<file path="config.mk">
export PLATFORM = sky130hd
export DESIGN_NAME = neopixel_frame_seq
export DESIGN_NICKNAME = d
export VERILOG_FILES = /design/src/rtl/neopixel_frame_seq_pkg.sv /design/src/rtl/neopixel_frame_ram.sv /design/src/rtl/neopixel_frame_seq.sv
export SDC_FILE = /design/constraint.sdc
export NUM_CORES = 1
export LEC_CHECK = 0
export CAP_MARGIN = 0
export CORE_MARGIN = 10
export CORE_UTILIZATION = 30
export CTS_CLUSTER_SIZE = 40
export DETAILED_ROUTE_END_ITERATION = 10
export GPL_TIMING_DRIVEN = 0
export PLACE_DENSITY_LB_ADDON = 0.25
export SYNTH_ARGS = -nofsm -noshare
export SYNTH_HDL_FRONTEND = slang
export SYNTH_HIERARCHICAL = 1
export SYNTH_SLANG_ARGS = --single-unit
</file>
<file path="constraint.sdc">
create_clock -name clk_16MHz -period 11.8 [get_ports clk_16MHz]
set_input_delay 2.36 -clock clk_16MHz [delete_from_list [all_inputs] [get_ports clk_16MHz]]
set_output_delay 2.36 -clock clk_16MHz [all_outputs]
set_load 0.1 [all_outputs]
</file>
<file path="src/rtl/neopixel_frame_seq_pkg.sv">
// Shared definitions for the NeoPixel frame sequencer: pixel word width,
// default latch gap and the sequencer state encoding.
package neopixel_frame_seq_pkg;

    localparam int PIXEL_W              = 24;
    localparam int DEFAULT_LATCH_CYCLES = 1024;

    typedef enum logic [2:0] {
        ST_IDLE  = 3'd0,
        ST_LOAD  = 3'd1,
        ST_FETCH = 3'd2,
        ST_ACK   = 3'd3,
        ST_TXW   = 3'd4,
        ST_LATCH = 3'd5
    } seq_state_t;

    // Address width needed to index a buffer of the given depth (never 0).
    function automatic int ram_addr_w(input int depth);
        return (depth > 1) ? $clog2(depth) : 1;
    endfunction

endpackage

</file>
<file path="src/rtl/neopixel_frame_ram.sv">
// Per-pixel colour store: synchronous write, one-cycle registered read.
// Contents start at zero and have no reset, so they survive rst.
module neopixel_frame_ram
    import neopixel_frame_seq_pkg::*;
#(
    parameter int DEPTH  = 8,
    parameter int ADDR_W = 3
) (
    input  logic               clk_16MHz,
    input  logic               we,
    input  logic [ADDR_W-1:0]  waddr,
    input  logic [PIXEL_W-1:0] wdata,
    input  logic [ADDR_W-1:0]  raddr,
    output logic [PIXEL_W-1:0] rdata
);

    logic [PIXEL_W-1:0] mem [DEPTH] = '{default: '0};

    // Write port and registered read port; a same-address read returns the old word.
    always_ff @(posedge clk_16MHz) begin
        if (we) begin
            mem[waddr] <= wdata;
        end
        rdata <= mem[raddr];
    end

endmodule

</file>
<file path="src/rtl/neopixel_frame_seq.sv">
// Frame sequencer for a NeoPixel strip: streams each stored pixel word into
// the single-pixel transmitter, then holds the line idle for the latch gap.
//
// Transmitter handshake: px_start is a request that stays high until px_busy
// is sampled high (the transmitter has taken the word); px_busy falling again
// marks the word as finished. px_data is loaded only in FETCH, so it never
// moves while px_start or px_busy is high.
module neopixel_frame_seq
    import neopixel_frame_seq_pkg::*;
#(
    parameter int NBR_PIXELS   = 8,
    parameter int LATCH_CYCLES = DEFAULT_LATCH_CYCLES,
    parameter int ADDR_W       = 8
) (
    input  logic               clk_16MHz,
    input  logic               rst,
    input  logic               wr_en,
    input  logic [ADDR_W-1:0]  wr_addr,
    input  logic [PIXEL_W-1:0] wr_data,
    input  logic               frame_start,
    output logic               frame_busy,
    output logic               frame_done,
    output logic [PIXEL_W-1:0] px_data,
    output logic               px_start,
    input  logic               px_busy
);

    localparam int                RAM_AW   = ram_addr_w(NBR_PIXELS);
    localparam int                CNT_W    = $clog2(LATCH_CYCLES + 1);
    localparam logic [ADDR_W-1:0] LAST_IDX = ADDR_W'(NBR_PIXELS - 1);
    localparam logic [CNT_W-1:0]  CNT_LOAD = CNT_W'(LATCH_CYCLES - 1);

    seq_state_t         state;
    logic [ADDR_W-1:0]  idx;
    logic [CNT_W-1:0]   latch_cnt;
    logic [PIXEL_W-1:0] ram_rdata;
    logic               wr_ok;

    // Out-of-range writes are dropped here so they cannot alias onto real pixels.
    assign wr_ok = wr_en && ({1'b0, wr_addr} < (ADDR_W + 1)'(NBR_PIXELS));

    neopixel_frame_ram #(
        .DEPTH  (NBR_PIXELS),
        .ADDR_W (RAM_AW)
    ) u_ram (
        .clk_16MHz (clk_16MHz),
        .we        (wr_ok),
        .waddr     (wr_addr[RAM_AW-1:0]),
        .wdata     (wr_data),
        .raddr     (idx[RAM_AW-1:0]),
        .rdata     (ram_rdata)
    );

    // Sequencer FSM: one read/present/handshake round per pixel, then the latch gap.
    always_ff @(posedge clk_16MHz) begin
        if (rst) begin
            state      <= ST_IDLE;
            px_start   <= 1'b0;
            px_data    <= '0;
            frame_busy <= 1'b0;
            frame_done <= 1'b0;
            idx        <= '0;
            latch_cnt  <= '0;
        end else begin
            frame_done <= 1'b0;
            case (state)
                ST_IDLE: begin
                    if (frame_start) begin
                        idx   <= '0;
                        state <= ST_LOAD;
                    end
                end
                ST_LOAD: begin
                    // RAM read of idx is in flight this cycle.
                    frame_busy <= 1'b1;
                    state      <= ST_FETCH;
                end
                ST_FETCH: begin
                    px_data  <= ram_rdata;
                    px_start <= 1'b1;
                    state    <= ST_ACK;
                end
                ST_ACK: begin
                    if (px_busy) begin
                        px_start <= 1'b0;
                        state    <= ST_TXW;
                    end
                end
                ST_TXW: begin
                    if (!px_busy) begin
                        if (idx == LAST_IDX) begin
                            latch_cnt <= CNT_LOAD;
                            state     <= ST_LATCH;
                        end else begin
                            idx   <= idx + ADDR_W'(1);
                            state <= ST_LOAD;
                        end
                    end
                end
                ST_LATCH: begin
                    // Loaded with LATCH_CYCLES-1 so done lands LATCH_CYCLES edges after the last word.
                    if (latch_cnt == '0) begin
                        frame_done <= 1'b1;
                        frame_busy <= 1'b0;
                        state      <= ST_IDLE;
                    end else begin
                        latch_cnt <= latch_cnt - CNT_W'(1);
                    end
                end
                default: begin
                    state <= ST_IDLE;
                end
            endcase
        end
    end

endmodule
</file>
==> impl_metrics.tcl, run 1 <==
set metrics [dict create \
    p_leak_uw 0.003934 \
    ant_nets 0 \
    initial_core_util_pct 30.62 \
    globalRouteOverflowTotal 0 \
    globalplace.congestion 0.7977 \
    synth-warning-count 6 \
    path_clk_slew_ns 0.06 \
    viasPerCell 4.734 \
    path_max_fanout 8 \
    finalCriticalPeriod_ns 4.734 \
    post-route-period-util_pct 40.12 \
    drc 0 \
    antenna_found_initial 2 \
    p_int_uw 1656 \
    yosys.cell_types.count 57 \
    startpoint_type "primary input" \
    hp-class "flop to flop" \
    reg2reg_to "px_data[14]" \
    slew_headroom_pct 30.69 \
    fillers 3049 \
    cts_max_level 1 \
    cts_tree "built" \
    p_total_uw 2146 \
    cts_buffers 29 \
    syn_avg_cell_area_um2 17.28 \
    cp.required_ns 12.05 \
    layout-drive-gt1-share_pct 23.13 \
    cts_buffer_depth 3 \
    portBuffers 63 \
    grt_pass1_wl_um 35020 \
    fp.dieH_um 202.9 \
    fin_tns_setup_ns 0 \
    finalHoldViolations 0 \
    criticalPathCategory "primary input to flop" \
    clockRootBuffer "clkbuf_16" \
    netSwitchingPower_uw 490.2 \
    p_clk_share_pct 44.0 \
    ir_drop_uv 104.3 \
    startpoint "wr_addr[4]" \
    fin_worst_skew_ns 0.006616 \
    holdBufCountCts 0 \
    ys_async_sr_fraction_pct 0 \
    via_count 5453 \
    firstDrtPassIters 5 \
    yosysSeqAreaShare_pct 71.98 \
    power.density_nw_per_um2 171.7 \
    yosys.area.top_type "edfxtp_1" \
    rrSetupSlack_ns 9.67 \
    grt_max_degree 24 \
    seqPwrFrac_pct 47.6 \
    tightest_slew_ns 1.040 \
    syn_inst 581 \
    p_comb_share_pct 8.4 \
    post_cts_buffers 0 \
    wl_um 22760 \
    gr-usage-all-layers_pct 11.02 \
    rsz0062_at_grt "false" \
    dieArea_um2 41180 \
    cts_resized 0 \
    finalSetupViolCount 0 \
    cp_slowest_cell "or4b_2" \
    synth_seq_cells 265 \
    path_cells "clkdlybuf4s50_1 > or4b_2 > nor3_1 > nand2b_1 > nor3_2 > buf_6 > buf_4" \
    cpPeakStageDelay_ns 0.65 \
    cts_sinks 265 \
    post_drt_wl_per_cell_um 19.76 \
    syn-cell-area_um2 10040 \
    synthTopCellsByArea "edfxtp_1 57%, dfxtp_1 15%, mux4_2 11%" \
    nets 726 \
    outcome "complete, no violations" \
    final_cells 1152 \
    critPathCaptureType "flop" \
    place_hpwl_um 15000 \
    max_freq_mhz 211.2 \
    drv_cap 0 \
    synth_edf_count 192 \
    clk_latency_ns 0.54 \
    r2r_start "state[0]" \
    rr_worst_depth 5 \
    final_max_slew_viol_count 0 \
    area_growth_pct 24.51 \
    die_x_um 202.9 \
    grt_pass1_vias 5804 \
    place_inst 1098 \
    core_area_um2 32780 \
    core.rowCount 66 \
    synth_ff_type "edfxtp_1" \
    synth_nets 620 \
    ios 64 \
    cp-endpoint "u_ram/mem[0][6]" \
    crit_arrival_ns 4.99 \
    sw_frac_of_total_pct 22.84 \
    drt_iter0_drc 535 \
    netlist.area_leader.share_pct 57.43 \
]
## stage by stage
step | setup slack [ns] | instance area (um2) | hold WS [ns] | utilization (%)
after floorplan | 6.353 | 10040 | 0.4174 | -
after global placement | 4.046 | 11220 | 0.4273 | 34.23
after detailed placement | 6.479 | 11480 | 0.4258 | 35.02
after CTS | 7.060 | 12500 | 0.4375 | 38.12
after global routing | 6.932 | 12500 | 0.4619 | 38.12
final | 7.066 | 12500 | 0.4356 | 38.13
## cell families after synthesis
family                   share of synthesized area, %
flip-flops                                      71.98
XOR/XNOR                                       0.4363
multiplexers                                    14.21
buffers and inverters                           1.869
AND/OR/NAND/NOR                                 7.291
adder cells (fa/ha/maj)                        0.2492
AO/OA/AOI/OAI                                   3.963
## registers in the layout, indices dropped and copies added (netlist names)
signal and flops:
u_ram/mem 192, px_data 24, u_ram/rdata 24, latch_cnt 11
idx 8, state 3, frame_busy 1, frame_done 1
px_start 1
## power by group through the flow
| stage | sequential (uW) | clock (uW) | combinational [uW] |
|---|---|---|---|
| 2_1_floorplan | 1100 | 0 | 62.0 |
| 3_3_place_gp | 1040 | 0 | 178 |
| 3_5_place_dp | 1040 | 0 | 183 |
| 4_1_cts | 1020 | 966 | 183 |
| 5_1_grt | 1020 | 1010 | 193 |
| 6_report | 1020 | 945 | 181 |
## synth_stat cells, types with 9 or more instances
| master | count |
|---|---|
| nand2b_1 | 9 |
| nor2_1 | 15 |
| mux2_2 | 12 |
| mux4_2 | 48 |
| clkbuf_1 | 16 |
| nand2_1 | 61 |
| dfxtp_1 | 73 |
| mux2_4 | 12 |
| edfxtp_1 | 192 |
| a21oi_1 | 36 |
## layout make-up
class | count | area [um2] | share of cell area, %
diodes | 1 | 2.502 | 0.02002
plain buffers | 29 | 165.2 | 1.321
clock buffers | 39 | 803.3 | 6.426
clock inverters | 14 | 214.0 | 1.712
inverters | 6 | 22.52 | 0.1802
multi-input cells | 281 | 2680 | 21.44
flip-flops and latches | 265 | 7227 | 57.81
well taps | 442 | 553.0 | 4.424
repair buffers | 75 | 833.3 | 6.666
## cell usage in the layout (no fill, tap or decap), types with 4 or more instances in the layout
cell type | synthesis | layout
a211oi_1 | 4 | 4
a21oi_1 | 36 | 36
a31oi_1 | 7 | 7
buf_12 | 2 | 5
buf_2 | 7 | 7
buf_6 | 2 | 6
bufinv_16 | 0 | 5
clkbuf_1 | 16 | 22
clkbuf_16 | 0 | 29
clkbuf_8 | 0 | 4
clkdlybuf4s50_1 | 0 | 63
clkinv_2 | 0 | 4
dfxtp_1 | 73 | 73
edfxtp_1 | 192 | 192
inv_1 | 6 | 6
mux2_2 | 12 | 12
mux2_4 | 12 | 12
mux4_2 | 48 | 48
nand2_1 | 61 | 61
nand2b_1 | 9 | 9
nand3_1 | 7 | 7
nor2_1 | 15 | 9
nor2_4 | 0 | 6
nor3_1 | 7 | 5
or3_1 | 6 | 6
## worst min path at each step
stage	startpoint	endpoint	slack, ns	cells past startpoint
global placement	u_ram/rdata[18]	px_data[18]	0.43	2
global route	u_ram/rdata[18]	px_data[18]	0.46	2
detailed placement	u_ram/rdata[20]	px_data[20]	0.43	2
finish	u_ram/rdata[20]	px_data[20]	0.44	2
floorplan	u_ram/rdata[17]	px_data[17]	0.42	2
CTS	u_ram/rdata[20]	px_data[20]	0.44	2
## critical path: cells and delay by family
family / cells / cell delay [ns]
buffers and inverters: 3 / 0.84
and+or+nand+nor: 4 / 1.78
## routing by layer
metal | vias up | global-route usage, % | routed length, um
li1 | 2492 | - | -
met3 | 43 | 2.500 | 1278
met2 | 147 | 17.92 | 10750
met4 | 2 | 2.958 | 508
met1 | 2769 | 14.49 | 10210
met5 | - | 0 | 20
Note: power is estimated with default switching activity, not from simulation.
==> run 2: changes to the inputs <==
==> constraint.sdc (replaced) <==
create_clock -name clk_16MHz -period 4.8 [get_ports clk_16MHz]
set_input_delay 0.96 -clock clk_16MHz [delete_from_list [all_inputs] [get_ports clk_16MHz]]
set_output_delay 0.96 -clock clk_16MHz [all_outputs]
set_load 0.1 [all_outputs]
==> results of run 2 <==
Same layout as run 1 (identical final DEF). Status: complete, no violations.
Among the figures that moved: setup slack after placement 6.479 ns -> 0.8788 ns; setup slack after layout 7.066 ns -> 1.466 ns; register-to-register setup slack 9.67 ns -> 2.67 ns; total power 2146 uW -> 5277 uW; worst IR drop on VDD 104.3 uV -> 256.4 uV
